==> src/rtl/count_event_pkg.sv <==
// Shared types for the count event recorder.
// Optional timestamp build: define COUNT_EVENT_TIMESTAMP_EN to prefix every
// record with a free-running cycle count.
package count_event_pkg;

    // Default timestamp width; the top-level TS_W parameter defaults to this.
    localparam int TS_W_DEF = 16;

    // Record kind codes as they appear in ev_data[7:6].
    typedef enum logic [1:0] {
        KIND_WIN      = 2'b00,
        KIND_LOSE     = 2'b01,
        KIND_GAMEOVER = 2'b10,
        KIND_TIE      = 2'b11
    } kind_e;

    // Recorder lifecycle.
    typedef enum logic [1:0] {
        ST_RUN     = 2'b00,
        ST_CLOSING = 2'b01,
        ST_DRAIN   = 2'b10,
        ST_DONE    = 2'b11
    } rec_state_e;

    // The 8-bit payload common to both builds.
    typedef struct packed {
        kind_e       kind;
        logic [1:0]  who;
        logic [3:0]  counter;
    } event_body_t;

    // Full record as seen by a consumer at the default timestamp width.
    typedef struct packed {
`ifdef COUNT_EVENT_TIMESTAMP_EN
        logic [TS_W_DEF-1:0] ts;
`endif
        event_body_t body;
    } event_rec_t;

    // A simultaneous win and lose edge collapses into one TIE record.
    function automatic kind_e classify(input logic win_rise, input logic lose_rise);
        kind_e k;
        if (win_rise && lose_rise) begin
            k = KIND_TIE;
        end else if (win_rise) begin
            k = KIND_WIN;
        end else begin
            k = KIND_LOSE;
        end
        return k;
    endfunction

endpackage

==> src/rtl/count_event_fifo.sv <==
// Synchronous show-ahead FIFO: the head entry is visible on pop_data whenever
// the FIFO is not empty, and pop_data reads as zero when it is empty.
// A push while full is only taken if a pop happens in the same cycle.
module count_event_fifo #(
    parameter int DEPTH = 8,
    parameter int WIDTH = 8,
    localparam int PTR_W = $clog2(DEPTH),
    localparam int LVL_W = $clog2(DEPTH) + 1
) (
    input  logic             clk,
    input  logic             rst_n,
    input  logic             push,
    input  logic [WIDTH-1:0] push_data,
    input  logic             pop,
    output logic [WIDTH-1:0] pop_data,
    output logic             full,
    output logic             empty,
    output logic [LVL_W-1:0] level
);

    logic [WIDTH-1:0] mem [DEPTH];
    logic [PTR_W-1:0] wr_ptr;
    logic [PTR_W-1:0] rd_ptr;
    logic             do_push;
    logic             do_pop;

    assign full     = (level == LVL_W'(DEPTH));
    assign empty    = (level == '0);
    assign do_pop   = pop & ~empty;
    assign do_push  = push & (~full | do_pop);
    assign pop_data = empty ? '0 : mem[rd_ptr];

    // Storage array; contents are qualified by level so it needs no reset.
    always_ff @(posedge clk) begin
        if (do_push) begin
            mem[wr_ptr] <= push_data;
        end
    end

    // Pointers wrap naturally because DEPTH is a power of two.
    always_ff @(posedge clk or negedge rst_n) begin
        if (!rst_n) begin
            wr_ptr <= '0;
            rd_ptr <= '0;
        end else begin
            if (do_push) begin
                wr_ptr <= wr_ptr + PTR_W'(1);
            end
            if (do_pop) begin
                rd_ptr <= rd_ptr + PTR_W'(1);
            end
        end
    end

    // Occupancy; a simultaneous push and pop leaves it unchanged.
    always_ff @(posedge clk or negedge rst_n) begin
        if (!rst_n) begin
            level <= '0;
        end else begin
            case ({do_push, do_pop})
                2'b10:   level <= level + LVL_W'(1);
                2'b01:   level <= level - LVL_W'(1);
                default: level <= level;
            endcase
        end
    end

endmodule

==> src/rtl/count_event_recorder.sv <==
// Count event recorder: turns winner/loser rising edges and the gameover
// assertion from the upstream counter into records queued for a consumer.
// Optional build macro: COUNT_EVENT_TIMESTAMP_EN adds a free-running TS_W-bit
// cycle counter and prefixes each record with its value at capture time.
//
// state      | meaning
// -----------+-----------------------------------------------------------
// ST_RUN     | recording WIN/LOSE/TIE edges; gameover moves to ST_CLOSING
// ST_CLOSING | waiting for FIFO space to push the single GAMEOVER record
// ST_DRAIN   | no new records; waiting for the consumer to empty the FIFO
// ST_DONE    | closed and drained; done held high until reset
module count_event_recorder
    import count_event_pkg::*;
#(
    parameter int DEPTH  = 8,
    parameter int DROP_W = 8,
`ifdef COUNT_EVENT_TIMESTAMP_EN
    parameter int TS_W   = TS_W_DEF,
    localparam int REC_W = TS_W + 8,
`else
    localparam int REC_W = 8,
`endif
    localparam int LVL_W = $clog2(DEPTH) + 1
) (
    input  logic              clk,
    input  logic              reset,
    input  logic [3:0]        counter,
    input  logic              winner,
    input  logic              loser,
    input  logic              gameover,
    input  logic [1:0]        who,
    output logic              ev_valid,
    input  logic              ev_ready,
    output logic [REC_W-1:0]  ev_data,
    output logic [LVL_W-1:0]  ev_level,
    output logic              overflow,
    output logic [DROP_W-1:0] drop_count,
    output logic              done
);

    logic        winner_q;
    logic        loser_q;
    logic        win_rise;
    logic        lose_rise;
    rec_state_e  state;
    event_body_t body;
    logic [REC_W-1:0] rec;
    logic        push_req;
    logic        has_space;
    logic        fifo_push;
    logic        fifo_pop;
    logic        fifo_full;
    logic        fifo_empty;
    logic        drop;

    assign win_rise  = winner & ~winner_q;
    assign lose_rise = loser & ~loser_q;

    // Previous-cycle copies of the flags; cleared so a flag already high at
    // reset release is seen as an edge.
    always_ff @(posedge clk or negedge reset) begin
        if (!reset) begin
            winner_q <= 1'b0;
            loser_q  <= 1'b0;
        end else begin
            winner_q <= winner;
            loser_q  <= loser;
        end
    end

`ifdef COUNT_EVENT_TIMESTAMP_EN
    logic [TS_W-1:0] ts_q;

    // Free-running cycle count used to stamp records; wraps silently.
    always_ff @(posedge clk or negedge reset) begin
        if (!reset) begin
            ts_q <= '0;
        end else begin
            ts_q <= ts_q + TS_W'(1);
        end
    end

    assign rec = {ts_q, body};
`else
    assign rec = body;
`endif

    // Decide whether a record is offered this cycle and what it contains.
    always_comb begin
        push_req     = 1'b0;
        body.kind    = classify(win_rise, lose_rise);
        body.who     = who;
        body.counter = counter;
        case (state)
            ST_RUN: begin
                push_req = win_rise | lose_rise;
            end
            ST_CLOSING: begin
                push_req  = 1'b1;
                body.kind = KIND_GAMEOVER;
            end
            default: begin
                push_req = 1'b0;
            end
        endcase
    end

    // A full FIFO still has room when its head leaves in the same cycle.
    assign fifo_pop  = ~fifo_empty & ev_ready;
    assign has_space = ~fifo_full | fifo_pop;
    assign fifo_push = push_req & has_space;
    // Only RUN-phase events can be lost; CLOSING simply waits for space.
    assign drop      = push_req & ~has_space & (state == ST_RUN);
    assign ev_valid  = ~fifo_empty;

    // Lifecycle FSM with registered done flag.
    always_ff @(posedge clk or negedge reset) begin
        if (!reset) begin
            state <= ST_RUN;
            done  <= 1'b0;
        end else begin
            case (state)
                ST_RUN: begin
                    if (gameover) begin
                        state <= ST_CLOSING;
                    end
                end
                ST_CLOSING: begin
                    if (has_space) begin
                        state <= ST_DRAIN;
                    end
                end
                ST_DRAIN: begin
                    if (ev_level == '0) begin
                        state <= ST_DONE;
                        done  <= 1'b1;
                    end
                end
                default: begin
                    state <= ST_DONE;
                    done  <= 1'b1;
                end
            endcase
        end
    end

    // Sticky overflow flag and saturating count of lost events.
    always_ff @(posedge clk or negedge reset) begin
        if (!reset) begin
            overflow   <= 1'b0;
            drop_count <= '0;
        end else if (drop) begin
            overflow <= 1'b1;
            if (drop_count != {DROP_W{1'b1}}) begin
                drop_count <= drop_count + DROP_W'(1);
            end
        end
    end

    count_event_fifo #(
        .DEPTH (DEPTH),
        .WIDTH (REC_W)
    ) u_fifo (
        .clk       (clk),
        .rst_n     (reset),
        .push      (fifo_push),
        .push_data (rec),
        .pop       (fifo_pop),
        .pop_data  (ev_data),
        .full      (fifo_full),
        .empty     (fifo_empty),
        .level     (ev_level)
    );

endmodule
==> config.mk <==
export PLATFORM = sky130hd
export DESIGN_NAME = count_event_recorder
export DESIGN_NICKNAME = d
export VERILOG_FILES = /design/src/rtl/count_event_pkg.sv /design/src/rtl/count_event_fifo.sv /design/src/rtl/count_event_recorder.sv
export SDC_FILE = /design/constraint.sdc
export NUM_CORES = 1
export LEC_CHECK = 0
export ABC_CLOCK_PERIOD_IN_PS = 2200
export CELL_PAD_IN_SITES_DETAIL_PLACEMENT = 2
export CELL_PAD_IN_SITES_GLOBAL_PLACEMENT = 2
export CORE_ASPECT_RATIO = 0.75
export CORE_MARGIN = 2
export CORE_UTILIZATION = 42
export DETAILED_ROUTE_END_ITERATION = 7
export DONT_BUFFER_PORTS = 1
export MAX_ROUTING_LAYER = met4
export PLACE_DENSITY = 0.75
export SLEW_MARGIN = 20
export SYNTH_ARGS = -nofsm -noshare
export SYNTH_HDL_FRONTEND = slang
export SYNTH_SLANG_ARGS = --single-unit
==> constraint.sdc <==
create_clock -name clk -period 2.2 [get_ports clk]
set_input_delay 0.66 -clock clk [delete_from_list [all_inputs] [get_ports clk]]
set_output_delay 0.66 -clock clk [all_outputs]
set_load 0.02 [all_outputs]
* Word level (Yosys, flattened, before mapping)
Memories as Yosys holds them, arrays and structs flattened.
Cells that the tools add are included.
** Storage, ports and cells
- Bits in registers :: 24
- RAM bits :: 64
- Input bits :: 12
- Output and inout bits :: 23
- Logic and storage cells :: 63
- Memories :: 1
** Memories
- u_fifo.mem :: words 8, width 8, rd ports 1, clocked after memory_dff 0, wr ports 1, line count_event_fifo.sv:21 : logic [WIDTH-1:0] mem [DEPTH];
** Cells by class
- Add/sub/neg operators :: 5
- Equal/unequal tests :: 9
- Mux-type cells :: 14
- Bitwise logic cells :: 17
- Reduce and logical (&&, ||, !) cells :: 8
** Operators by type and width (number)
- $mux W2 :: 5
- $add A8 B1 Y8 const B :: 1
- $and A1 B1 Y1 :: 8
- $mux W8 :: 1
- $ne A8 B8 Y1 const B :: 1
- $pmux W4 S2 :: 1
- $add A3 B1 Y3 const B :: 2
- $not A1 Y1 :: 6
- $pmux W2 S3 :: 1
- $add A4 B1 Y4 const B :: 1
- $eq A2 B1 Y1 const B :: 2
- $eq A2 B2 Y1 const B :: 2
- $eq A4 B4 Y1 const B :: 1
- $logic_not A4 Y1 :: 1
- $mux W1 :: 4
- $ne A2 B2 Y1 const B :: 2
- $pmux W1 S2 :: 2
- $reduce_and A2 Y1 :: 2
- $sub A4 B1 Y4 const B :: 1
- $or A1 B1 Y1 :: 3
- $reduce_and A3 Y1 :: 1
- $logic_not A2 Y1 :: 1
- $ne A2 B1 Y1 const B :: 1
- $reduce_bool A2 Y1 :: 1
- other kinds (2) :: 2

* Longest topological paths before layout
- Word-level depth :: 8
- Depth in mapped cells :: 12
- Depth with buffers taken out :: 10

* Cells and area by module
Synthesis repeated with hierarchy kept, for this count alone.
** Unflattened totals
- Cells, all modules :: 231
- Area total of the unflattened synthesis :: 3798.6 um2
** Modules (own cells, without submodules)
- count_event_fifo :: instances 1, cells each 166, area each 3079.2 um2, sequential area each 2172.1 um2
- count_event_recorder :: instances 1, cells each 65, area each 719.4 um2, sequential area each 350.3 um2

* Worst setup path after synthesis
Ideal clock, no wire load.
- Path type :: input to register
- Start :: input port ev_ready
- End :: register u_fifo.level[2]
- Setup time :: 0.139 ns
- Arrival time :: 2.383 ns
- Required time :: 2.061 ns
- Setup slack :: -0.322 ns
- Stages :: 10
- Buffers on the path :: 0
- Cell sequence :: and2b_1 -> a21oi_1 -> nand2_1 -> ha_1 -> xor2_1 -> ha_1 -> a21oi_1 -> xor2_1 -> nor2_1 -> xor2_1
** Between the ends
- Cells in the longest elaborated chain, start to end :: 6
- Elaborated cells on any way between the ends :: 10
- Classes of those cells :: eq/ne: 2; mux: 1; bitwise: 6; reduce/logical: 1
** RTL lines
- start: declaration :: line count_event_recorder.sv:33 : input logic ev_ready,
- $and A1 B1 Y1 (*) :: line count_event_recorder.sv:109 : assign fifo_pop = ~fifo_empty & ev_ready;
- $or A1 B1 Y1 or $and A1 B1 Y1 (tied branches) :: line count_event_recorder.sv:110, count_event_fifo.sv:29
- $and A1 B1 Y1 or $or A1 B1 Y1 (tied branches) :: line count_event_recorder.sv:111, count_event_fifo.sv:30
- $and A1 B1 Y1 :: line count_event_fifo.sv:30 : assign do_push = push & (~full | do_pop);
- $eq A2 B1 Y1 or $eq A2 B2 Y1 (tied branches) :: line count_event_fifo.sv:60 : case ({do_push, do_pop})
- $pmux W4 S2 or $reduce_bool A2 Y1 (tied branches)
- end signal: assignment :: line count_event_fifo.sv:61 : 2'b10: level <= level + LVL_W'(1);
- end signal: assignment :: line count_event_fifo.sv:62 : 2'b01: level <= level - LVL_W'(1);
- end signal: assignment :: line count_event_fifo.sv:63 : default: level <= level;
- end: declaration :: line count_event_fifo.sv:18 : output logic [LVL_W-1:0] level
Every way passes the cells marked *; elsewhere a longest branch is shown, timed or not.
A chain may end at the register's enable or synchronous reset.

* Worst setup path in the final report
- Start :: register u_fifo.rd_ptr[0]
- End :: output port ev_data[2]
** Between the ends
- Cells in the longest elaborated chain, start to end :: 2
** RTL lines
- start: declaration :: line count_event_fifo.sv:23 : logic [PTR_W-1:0] rd_ptr;
- start signal: assignment :: line count_event_fifo.sv:50 : rd_ptr <= rd_ptr + PTR_W'(1);
- $mem_v2 Z8 W8
- $mux W8 :: line count_event_fifo.sv:31 : assign pop_data = empty ? '0 : mem[rd_ptr];
- end: declaration :: line count_event_recorder.sv:34 : output logic [REC_W-1:0] ev_data,
Every way passes these cells.

==> flow_summary_export.csv <==
group,metric,value,unit
timing,worstMarginPinSlew,911,ps
drt,drc,0,
clocking,cts.sinks,88,
grt,grt_pass1_vias,2335,
yosys,synth_top_cell_by_area,"edfxtp_1",
clocking,cts_buffers,9,
grt,grt_overflow,0,
pwr,p_sw_share,32.7,%
timing,rsz0062_at_grt,"true",
drt,drt-total-wl,9900,um
drt,drt-vias-per-instance,5.58,
setup_path,reg2reg_from,"u_fifo.level[1]",
clocking,cts_tree,"built",
placed_design,place_congestion,0.722,
setup_path,cp_max_fo,8,
setup_path,r2r_slack,-80,ps
placed_design,port_buffers,0,
final_layout,final_layout_size_suffix_gt1_share,38.7,%
clocking,path_clk_slew,60,ps
grt,grt_max_degree,25,
grt,antenna_found_initial,0,
die,die_height,85.2,um
yosys,yosys_warnings,0,
final_layout,nNetsFinal,279,
setup_path,slowest_stage,"mux4_2",
drt,detail-route-antenna-nets,0,
pwr,vdd_drop_max,1.09,mV
timing,post-route-period-util,113,%
timing,hold_viol_final,0,
setup_path,critPathArrivalTime,1830,ps
hold_path,min-delay-start,"winner",
hold_path,hp-class,"in2reg",
die,dieArea,9560,sq um
timing,layout_setup_ws,-288,ps
final_layout,fin_area,4550,sq um
setup_path,worst_setup_path_start_kind,"flop",
placed_design,dp_hpwl,6170,um
yosys,syn_area,3690,sq um
run,max_cap_violations,0,
die,core-area,8490,sq um
timing,tns,-2100,ps
pwr,p_seq_share,38.5,%
placed_design,place_area,4040,sq um
clocking,clock_path_buffers,2,
drt,wl_per_cell,26.5,um
clocking,root_buffer,"clkbuf_16",
die,die_x,112,um
setup_path,cp-endpoint,"ev_data[2]",
yosys,synth_area_leaders,"edfxtp_1, dfrtp_1, mux4_2",
setup_path,worst-r2r-cell-count,12,
timing,worst_clock_skew,9.14,ps
final_layout,fill_cells,736,
final_layout,area_growth,23.2,%
timing,finalSetupViolCount,10,
timing,layout_min_cycle_time,2490,ps
setup_path,path_delay_family,"multiplexers",
clocking,clkLatencyLatePin,340,ps
yosys,seq_area_frac_synth,68.3,%
timing,fmax,402,MHz
pwr,power.leakage,1.67,nW
setup_path,crit_type,"reg2out",
die,initial_utilization,43.5,%
setup_path,crit_path_max_incr_delay,530,ps
setup_path,crit_start,"u_fifo.rd_ptr[0]",
pwr,p_total,5.28,mW
yosys,avgSynthCellArea,16.9,sq um
yosys,synth_cells,219,
drt,first_pass_iters,4,
setup_path,worstSetupEndpointType,"primary output",
setup_path,path_cells,"buf_12, buf_16, mux4_2, mux2i_2, nor2_2",
grt,grtUsageTotal,22.5,%
pwr,p_switching,1.72,mW
drt,drt_iter0_markers,84,
final_layout,multi_input_area,1250,sq um
die,row_count,29,
run_status,outcome,"finished, violations left",
yosys,synth_top_area_share,52.1,%
pwr,comb_power_share,36.4,%
drt,num_vias,2087,
setup_path,r2r-end,"u_fifo.level[2]",
timing,timing.hold.ws,350,ps
setup_path,worstPathRequired,1540,ps
timing,drv_slew,0,
pwr,p_per_area,1160,nW/um^2
final_layout,regArea,2530,sq um
yosys,synth_fp_nets,237,
grt,grt_pass1_wl,15000,um
final_layout,diodes,0,
run_status,violations,"negative setup slack",
pwr,p_clk_share,25.0,%
die,ios,35,
timing,slew_headroom,39.1,%
yosys,ys_seq_elements,88,
clocking,cts_max_level,3,
pwr,p_int,3.55,mW
setup_path,cp.depth,5,
setup_path,critPathBufInv,2,
yosys,yosysUniqueCellTypes,44,
what timing repair did:
action	in CTS	in global routing
setup buffers	6	7
cloned	1	0
endpoints found under the hold margin	0	19
setup endpoints to repair	18	18
hold buffers	0	2
resized for setup	16	9
pin swaps	6	11
sequential cells by signal, summed over array words and instances, names as in the netlist:
register       count
overflow           1
state              2
u_fifo.level       4
drop_count         8
u_fifo.mem        64
done               1
u_fifo.rd_ptr      3
loser_q            1
winner_q           1
u_fifo.wr_ptr      3
power groups by stage:
stage	logic (mW)	clock network (mW)	registers, mW
after floorplan	1.11	0	2.03
after global placement	1.43	0	2.05
after detailed placement	1.52	0	2.05
after CTS	1.81	1.36	2.03
after global routing	2.05	1.42	2.04
final	1.92	1.32	2.03
through the flow:
stage / utilization, % / setup slack [ps] / instances
floorplan: - / -110 / 219
global placement: 47.5 / -123 / 342
detailed placement: 47.5 / -298 / 342
CTS: 52.3 / -279 / 365
global route: 53.6 / -363 / 374
finish: 53.6 / -288 / 374
layout by cell type (no fill, tap or decap), types with 4 or more instances in the layout:
master / n
edfxtp_1: 64
xor2_1: 8
nor2_1: 11
clkinv_1: 5
mux2i_1: 5
nor2_2: 9
dfrtp_1: 20
buf_4: 31
dfrtp_2: 4
buf_12: 4
nand2b_1: 5
xnor2_1: 5
nand2_1: 5
nand3_1: 4
clkbuf_16: 9
mux4_2: 16
per-layer routing:
layer / GRT usage, % / wire length (um) / up-vias
met1: 28.6 / 4330 / 1113
met5: - / 0 / -
met2: 37.6 / 5120 / 52
met4: 3.55 / 50 / 0
li1: - / - / 918
met3: 5.93 / 404 / 4
how the worst min path moves through the flow:
stage | endpoint | slack [ps] | depth (start not counted)
2_1_floorplan | done | 360 | 0
3_3_place_gp | drop_count[3] | 360 | 0
3_5_place_dp | drop_count[3] | 360 | 0
4_1_cts | drop_count[4] | 4 | 0
5_1_grt | winner_q | 330 | 0
6_report | winner_q | 350 | 0
cells by family after synthesis:
| logic type | count (synthesis) | share of synthesized area (%) |
|---|---|---|
| adder cells (fa/ha/maj) | 6 | 2.03 |
| multiplexers | 29 | 13.6 |
| buffers and inverters | 10 | 1.42 |
| flip-flops | 88 | 68.3 |
| AO/OA/AOI/OAI | 13 | 2.64 |
| XOR/XNOR | 14 | 3.32 |
| AND/OR/NAND/NOR | 59 | 8.71 |
cells in the mapped netlist:
master	count
or3_1	1
nor3_1	4
edfxtp_1	64
clkbuf_1	1
mux4_2	16
nor2_1	20
xnor2_1	5
dfrtp_1	24
mux2_2	3
and2_1	1
o21bai_1	1
nand2_1	6
o21ai_0	2
buf_1	2
a21boi_0	1
o2111ai_4	1
or2b_1	1
buf_6	1
a21oi_1	5
a21o_1	1
nor2b_1	4
nor3b_1	3
mux2_1	1
nand3b_1	1
buf_2	2
nor4_1	2
nor4_2	1
nand2b_1	5
nand3_1	4
o22ai_1	1
buf_4	1
ha_1	6
nand4_1	2
xor2_1	9
mux2_4	1
and2b_1	1
clkbuf_2	1
nor3_4	1
nor4bb_1	1
inv_2	1
a211oi_1	1
inv_1	1
mux2i_1	8
or2_2	1
worst register-to-register path: cells and delay by family (launching register included):
kind	cells	cell delay, ps
buf+inv	2	290
xor+xnor	3	510
fa+ha+maj	2	350
simple gates	3	490
compound gates	2	130
flops	1	420
cell type report:
| type | count | area share [%] |
|---|---|---|
| Clock buffer | 9 | 4.95 |
| Tap cell | 108 | 2.97 |
| Inverter | 2 | 0.165 |
| Multi-Input combinational cell | 121 | 27.6 |
| Sequential cell | 88 | 55.6 |
| Clock inverter | 7 | 0.633 |
| Timing Repair Buffer | 39 | 8.17 |
Note: power is estimated with default switching activity, not from simulation.
